===== src/rtl/uart_rx_pkg.sv =====
// Shared types and defaults for the LCD UART receive path.
// Imported by the receive control unit and its bit timer.
package uart_rx_pkg;

  typedef enum logic [2:0] {
    IDLE,
    START_CHK,
    RECEIVE,
    CHECK,
    LOAD
  } rx_state_t;

  localparam int CLKS_PER_BIT_DEF = 10;
  localparam int DATA_BITS_DEF    = 8;

endpackage


===== src/rtl/uart_rx_if.sv =====
// Line, shift-register and status signals of the UART receive control unit.
// slave is the control unit; master is the line/shift-register side.
interface uart_rx_if;

  logic serial_in;
  logic stop_bit;
  logic serial_sync;
  logic shift_strobe;
  logic load_buffer;
  logic framing_error;
  logic rx_busy;

  modport master (
    output serial_in,
    output stop_bit,
    input  serial_sync,
    input  shift_strobe,
    input  load_buffer,
    input  framing_error,
    input  rx_busy
  );

  modport slave (
    input  serial_in,
    input  stop_bit,
    output serial_sync,
    output shift_strobe,
    output load_buffer,
    output framing_error,
    output rx_busy
  );

endinterface


===== src/rtl/rx_bit_timer.sv =====
// Bit-period clock counter with clear, enable and runtime rollover value.
// tc flags the cycle in which the count equals the rollover value.
module rx_bit_timer #(
  parameter int WIDTH = 4
) (
  input  logic             clk,
  input  logic             n_rst,
  input  logic             clr,
  input  logic             en,
  input  logic [WIDTH-1:0] max_val,
  output logic [WIDTH-1:0] count,
  output logic             tc
);

  assign tc = (count == max_val);

  always_ff @(posedge clk) begin
    if (!n_rst) begin
      count <= '0;
    end else if (clr) begin
      count <= '0;
    end else if (en) begin
      count <= tc ? '0 : count + 1'b1;
    end
  end

endmodule


===== src/rtl/uart_rx_ctrl.sv =====
// UART receive control: line synchronizer, start-bit check, mid-bit
// shift strobes, stop-bit check and buffer-load / framing-error result.
module uart_rx_ctrl
  import uart_rx_pkg::*;
#(
  parameter int CLKS_PER_BIT = CLKS_PER_BIT_DEF,
  parameter int DATA_BITS    = DATA_BITS_DEF
) (
  input logic    clk,
  input logic    n_rst,
  uart_rx_if.slave rx
);

  localparam int CW   = $clog2(CLKS_PER_BIT);
  localparam int BW   = $clog2(DATA_BITS + 2);
  localparam int HALF = CLKS_PER_BIT / 2;

  rx_state_t state, nxt;

  logic          sync1, sync2, prev;
  logic          start_edge;
  logic          t_clr, t_en, t_tc;
  logic [CW-1:0] t_max, t_cnt;
  logic [BW-1:0] bit_cnt;
  logic          bit_clr, bit_inc;
  logic          fe, fe_set, fe_clr;
  logic          strobe, load;

  always_ff @(posedge clk) begin
    if (!n_rst) begin
      sync1 <= 1'b1;
      sync2 <= 1'b1;
      prev  <= 1'b1;
    end else begin
      sync1 <= rx.serial_in;
      sync2 <= sync1;
      prev  <= sync2;
    end
  end

  assign start_edge = prev & ~sync2;

  rx_bit_timer #(
    .WIDTH (CW)
  ) u_timer (
    .clk     (clk),
    .n_rst   (n_rst),
    .clr     (t_clr),
    .en      (t_en),
    .max_val (t_max),
    .count   (t_cnt),
    .tc      (t_tc)
  );

  always_ff @(posedge clk) begin
    if (!n_rst) begin
      state   <= IDLE;
      bit_cnt <= '0;
      fe      <= 1'b0;
    end else begin
      state <= nxt;
      if (bit_clr) bit_cnt <= '0;
      else if (bit_inc) bit_cnt <= bit_cnt + 1'b1;
      if (fe_clr) fe <= 1'b0;
      else if (fe_set) fe <= 1'b1;
    end
  end

  always_comb begin
    nxt     = state;
    t_clr   = 1'b0;
    t_en    = 1'b0;
    t_max   = CW'(CLKS_PER_BIT - 1);
    bit_clr = 1'b0;
    bit_inc = 1'b0;
    fe_set  = 1'b0;
    fe_clr  = 1'b0;
    strobe  = 1'b0;
    load    = 1'b0;
    unique case (state)
      IDLE: begin
        t_clr = 1'b1;
        if (start_edge) nxt = START_CHK;
      end
      START_CHK: begin
        t_en  = 1'b1;
        t_max = CW'(HALF - 1);
        if (t_tc) begin
          t_clr = 1'b1;
          if (!sync2) begin
            nxt     = RECEIVE;
            bit_clr = 1'b1;
            fe_clr  = 1'b1;
          end else begin
            nxt = IDLE;
          end
        end
      end
      RECEIVE: begin
        t_en = 1'b1;
        if (t_tc) begin
          strobe  = 1'b1;
          bit_inc = 1'b1;
          if (bit_cnt == BW'(DATA_BITS)) nxt = CHECK;
        end
      end
      // Stop bit has been shifted in on the previous strobe edge.
      CHECK: begin
        t_clr = 1'b1;
        if (rx.stop_bit) begin
          nxt = LOAD;
        end else begin
          fe_set = 1'b1;
          nxt    = IDLE;
        end
      end
      LOAD: begin
        t_clr = 1'b1;
        load  = 1'b1;
        nxt   = IDLE;
      end
      default: nxt = IDLE;
    endcase
  end

  assign rx.serial_sync   = sync2;
  assign rx.shift_strobe  = strobe;
  assign rx.load_buffer   = load;
  assign rx.framing_error = fe;
  assign rx.rx_busy       = (state != IDLE);

endmodule


===== src/flat_wrapper.sv =====
// flat-port wrapper written by rule: the top's interface ports become plain ports
module uart_rx_ctrl_flat import uart_rx_pkg::*;
#(
  parameter int CLKS_PER_BIT = CLKS_PER_BIT_DEF,
  parameter int DATA_BITS    = DATA_BITS_DEF
)
  (clk, n_rst, rx_serial_in, rx_stop_bit, rx_serial_sync, rx_shift_strobe, rx_load_buffer, rx_framing_error, rx_rx_busy);
  uart_rx_if rx_i ();
  input logic clk;
  input logic n_rst;
  input wire logic [$bits(rx_i.serial_in)-1:0] rx_serial_in;
  input wire logic [$bits(rx_i.stop_bit)-1:0] rx_stop_bit;
  output wire logic [$bits(rx_i.serial_sync)-1:0] rx_serial_sync;
  output wire logic [$bits(rx_i.shift_strobe)-1:0] rx_shift_strobe;
  output wire logic [$bits(rx_i.load_buffer)-1:0] rx_load_buffer;
  output wire logic [$bits(rx_i.framing_error)-1:0] rx_framing_error;
  output wire logic [$bits(rx_i.rx_busy)-1:0] rx_rx_busy;
  assign rx_i.serial_in = rx_serial_in;
  assign rx_i.stop_bit = rx_stop_bit;
  assign rx_serial_sync = rx_i.serial_sync;
  assign rx_shift_strobe = rx_i.shift_strobe;
  assign rx_load_buffer = rx_i.load_buffer;
  assign rx_framing_error = rx_i.framing_error;
  assign rx_rx_busy = rx_i.rx_busy;
  uart_rx_ctrl #(.CLKS_PER_BIT(CLKS_PER_BIT), .DATA_BITS(DATA_BITS)) u_core (.clk(clk), .n_rst(n_rst), .rx(rx_i));
endmodule

===== config.mk =====
export PLATFORM = sky130hd
export DESIGN_NAME = uart_rx_ctrl_flat
export DESIGN_NICKNAME = d
export VERILOG_FILES = /design/src/rtl/uart_rx_pkg.sv /design/src/rtl/uart_rx_if.sv /design/src/rtl/rx_bit_timer.sv /design/src/rtl/uart_rx_ctrl.sv /design/src/flat_wrapper.sv
export SDC_FILE = /design/constraint.sdc
export NUM_CORES = 1
export LEC_CHECK = 0
export CAP_MARGIN = 15
export CORE_UTILIZATION = 50
export CTS_BUF_LIST = sky130_fd_sc_hd__clkbuf_4 sky130_fd_sc_hd__clkbuf_8
export CTS_CLUSTER_DIAMETER = 80
export DETAILED_ROUTE_END_ITERATION = 16
export GPL_ROUTABILITY_DRIVEN = 0
export HOLD_SLACK_MARGIN = 0.12
export PLACE_DENSITY = 0.75
export SYNTH_ARGS = -nofsm -noshare
export SYNTH_HDL_FRONTEND = slang
export SYNTH_SLANG_ARGS = --single-unit

===== constraint.sdc =====
create_clock -name clk -period 1.55 [get_ports clk]
set_clock_uncertainty 0.05 [all_clocks]
set_input_delay 0.155 -clock clk [delete_from_list [all_inputs] [get_ports clk]]
set_output_delay 0.155 -clock clk [all_outputs]
set_load 0.005 [all_outputs]

==> impl_results.md <==
- Total Wirelength: 1.78 mm
- Antenna violations before repair: 0
- Fillers: 93
- Setup WS post-layout: -78.4 ps
- Hold Vio Cnt, Final: 0
- RSZ-0062 raised after global routing: true
- Switching Fraction: 24.5%
- Status: finished with violations
- Syn_area_per_cell: 8.82 sq um
- Sequential cell area: 308 sq um
- Synth area leaders: dfxtp_1, nor2_1, ha_1
- Reg-to-Reg End: u_core.u_timer.count[1]
- CTS tree: yes
- Most numerous cell in the Yosys netlist: dfxtp_1
- Async SR Flop Fraction: 0%
- Slowest CP cell: or4b_1
- Pre-CTS WS: -67.1 ps
- Crit. Startpoint: u_core.state[2]
- I/O Buffers: 8
- Largest net degree at the start of global routing: 11
- Worst Setup EP: u_core.u_timer.count[1]
- Max-cap violations: 0
- Clk sinks: 15
- Clock Tree Root: clkbuf_4
- Area of the die: 1660 sq um
- Final nets: 124
- Antenna cell count: 0
- Proportion of power drawn by combinational gates: 8.8%
- Internal power component: 0.000525 W
- Crit path cell chain: nor3b_4 > mux2_4 > or4b_1 > a21oi_1
- Share of layout cells above drive strength 1: 35.3%
- Crit. End Element: flip-flop
- Leak Pwr: 0.481 nW
- Chip height: 40.7 microns
- HP Class: reg -> reg
- Clock share of power: 34.6%
- Max Slew Vio Count: 0
- DR iter-0 viols: 29
- Req. time, crit path: 1730 ps
- Global-route wire length before repair: 2.68 mm
- Crit path launch type: flip-flop
- Via count: 737
- Synthesis-to-finish area growth: 46.1%
- Crit path time final: 1630 ps
- Gr usage total: 25.3%
- Commonest cells post-synth: dfxtp_1, nor2_1, nand3_1, nand2_1, nand2b_1
- Critical path type: reg -> reg
- Largest fanout on the critical path: 5
- Reg2Reg Depth: 4
- Worst hold slack: 373 ps
- Cts bufs inserted: 3
- Final setup fails: 2
- Vias in the first global route: 588
- Cell Count, Final, Fillers Out: 131
- DRT Pass-1 Iters: 4
- Sequential fraction of the synthesis area: 40.1%
- Residual DRC count: 0
- Worst EP arrival: 1810 ps
- Design Power: 0.000695 W
- Switch Pwr: 0.000171 W
- Sequential group share of total power: 56.7%
- YS warnings: 0
- CTS Hold Bufs: 0
- Core footprint: 1350 sq um
- Initial Utilization: 55.5%
- Clock latency on the worst-skew pair: 290 ps
- Top-area cell type share of the netlist area: 40.1%
- Die width: 40.7 microns
- Main synth FF type: dfxtp_1
- Crit-path max cell delay: 470 ps
- Netlist cell types: 30
- Post-Route Setup TNS: -154 ps
- DRT antenna net count: 0
- Multi-input combinational cell area: 482 sq um
- Max rail drop VDD: 0.557 mV
- Routed vias/inst: 5.63
- Worst Tran Pin Value: 306 ps
- Worst-path clk slew: 100 ps
- Wire per inst: 13.6 microns
- Netlist Area Pre-Place: 749 sq um
- Violated checks: setup timing
- Worst slew margin: 79.1%
- Final period utilization: 105%
- Power Dens Cells: 635 nW/um^2
- Net count after synthesis: 92
- Largest area contributor in the netlist: dfxtp_1
- Reg-to-reg setup timing slack: -80 ps
- R2r startpoint: u_core.state[2]
- Number of I/O pins: 9
- CTS max path bufs: 2
- #FFs+latches synth: 15
- H-tree depth: 1
- Fmax: 614 MHz
- Mapped Cells: 85
- Post-synth EDFFs: 0
- GR Overflow Total: 0
- Final HPWL DP: 1.18 mm
- Placed cells: 121
- Num rows: 13
## power groups by stage
stage | Clock, W | Sequential, W | Combinational [W]
global placement | 0 | 0.000403 | 0.0000486
floorplan | 0 | 0.000403 | 0.0000209
global route | 0.000265 | 0.000395 | 0.0000652
finish | 0.000241 | 0.000394 | 0.0000609
CTS | 0.000238 | 0.000394 | 0.0000574
detailed placement | 0 | 0.000403 | 0.0000487
## per-stage QoR
| step | instance area (sq um) | utilization, % |
|---|---|---|
| after floorplan | 756 | - |
| after global placement | 963 | 71.4 |
| final | 1090 | 81.1 |
| after global routing | 1090 | 81.1 |
| after detailed placement | 963 | 71.4 |
| after CTS | 1070 | 79.6 |
## repair_timing
item	4_1_cts	5_1_grt
setup endpoints to repair	4	7
resized for setup	19	5
buffers inserted	6	0
pin swaps	4	1
## state kept, by name, summed over array words and instances, names as in the netlist
signal and cells:
u_core.state 3, u_core.bit_cnt 4, u_core.u_timer.count 4, u_core.prev 1
u_core.rx.serial_sync 1, u_core.sync1 1, u_core.rx.framing_error 1
## metal layers
| layer | share of wire (%) | GRT usage (%) |
|---|---|---|
| met1 | 45 | 34.5 |
| met2 | 48 | 37.3 |
| met3 | 5.4 | 7.61 |
| met4 | 1.1 | 9.17 |
| met5 | 0 | 0 |
## layout make-up
| cell class | instances | share of cell area [%] |
|---|---|---|
| Multi-Input combinational cell | 64 | 44.0 |
| Sequential cell | 15 | 28.1 |
| Timing Repair Buffer | 30 | 22.4 |
| Clock buffer | 3 | 2.06 |
| Tap cell | 15 | 1.71 |
| Inverter | 3 | 1.03 |
| Clock inverter | 1 | 0.686 |
## worst min-delay path by stage
stage	slack, ps	to	cells after the start	start
4_1_cts	380	u_core.sync1	2	rx_serial_in
3_3_place_gp	360	u_core.rx.serial_sync	1	u_core.sync1
6_report	370	u_core.rx.serial_sync	1	u_core.sync1
3_5_place_dp	350	u_core.rx.serial_sync	1	u_core.sync1
5_1_grt	380	u_core.sync1	2	rx_serial_in
2_1_floorplan	180	u_core.rx.serial_sync	1	n_rst
## worst max-delay path: cells and delay by family (launching register included)
family          cells  cell delay [ps]
compound gates      1              120
mux                 1              350
flops               1              370
simple gates        2              680
## logic make-up (layout without fill, tap and decap cells)
family / after synthesis / after routing / synth area share, %
compound gates: 8 / 8 / 7.18
flops: 15 / 15 / 40.1
mux: 1 / 1 / 2.00
fa+ha+maj: 3 / 3 / 5.01
buf+inv: 6 / 37 / 3.00
xor+xnor: 6 / 6 / 7.01
simple gates: 46 / 46 / 35.7
## placed cells by master, fill, tap and decap left out, drive strengths merged, types with 2 or more instances in the layout
master | synthesis | layout
nor2 | 11 | 11
a21oi | 3 | 3
nor3 | 3 | 3
xnor2 | 3 | 3
clkbuf | 3 | 4
nor3b | 3 | 3
nand3 | 7 | 7
buf | 0 | 23
nand2b | 5 | 5
xor2 | 3 | 3
nand2 | 5 | 5
inv | 3 | 3
nor4bb | 2 | 2
dfxtp | 15 | 15
clkdlybuf4s50 | 0 | 5
nand3b | 2 | 2
ha | 3 | 3
Power figures use the tool's default switching activity.
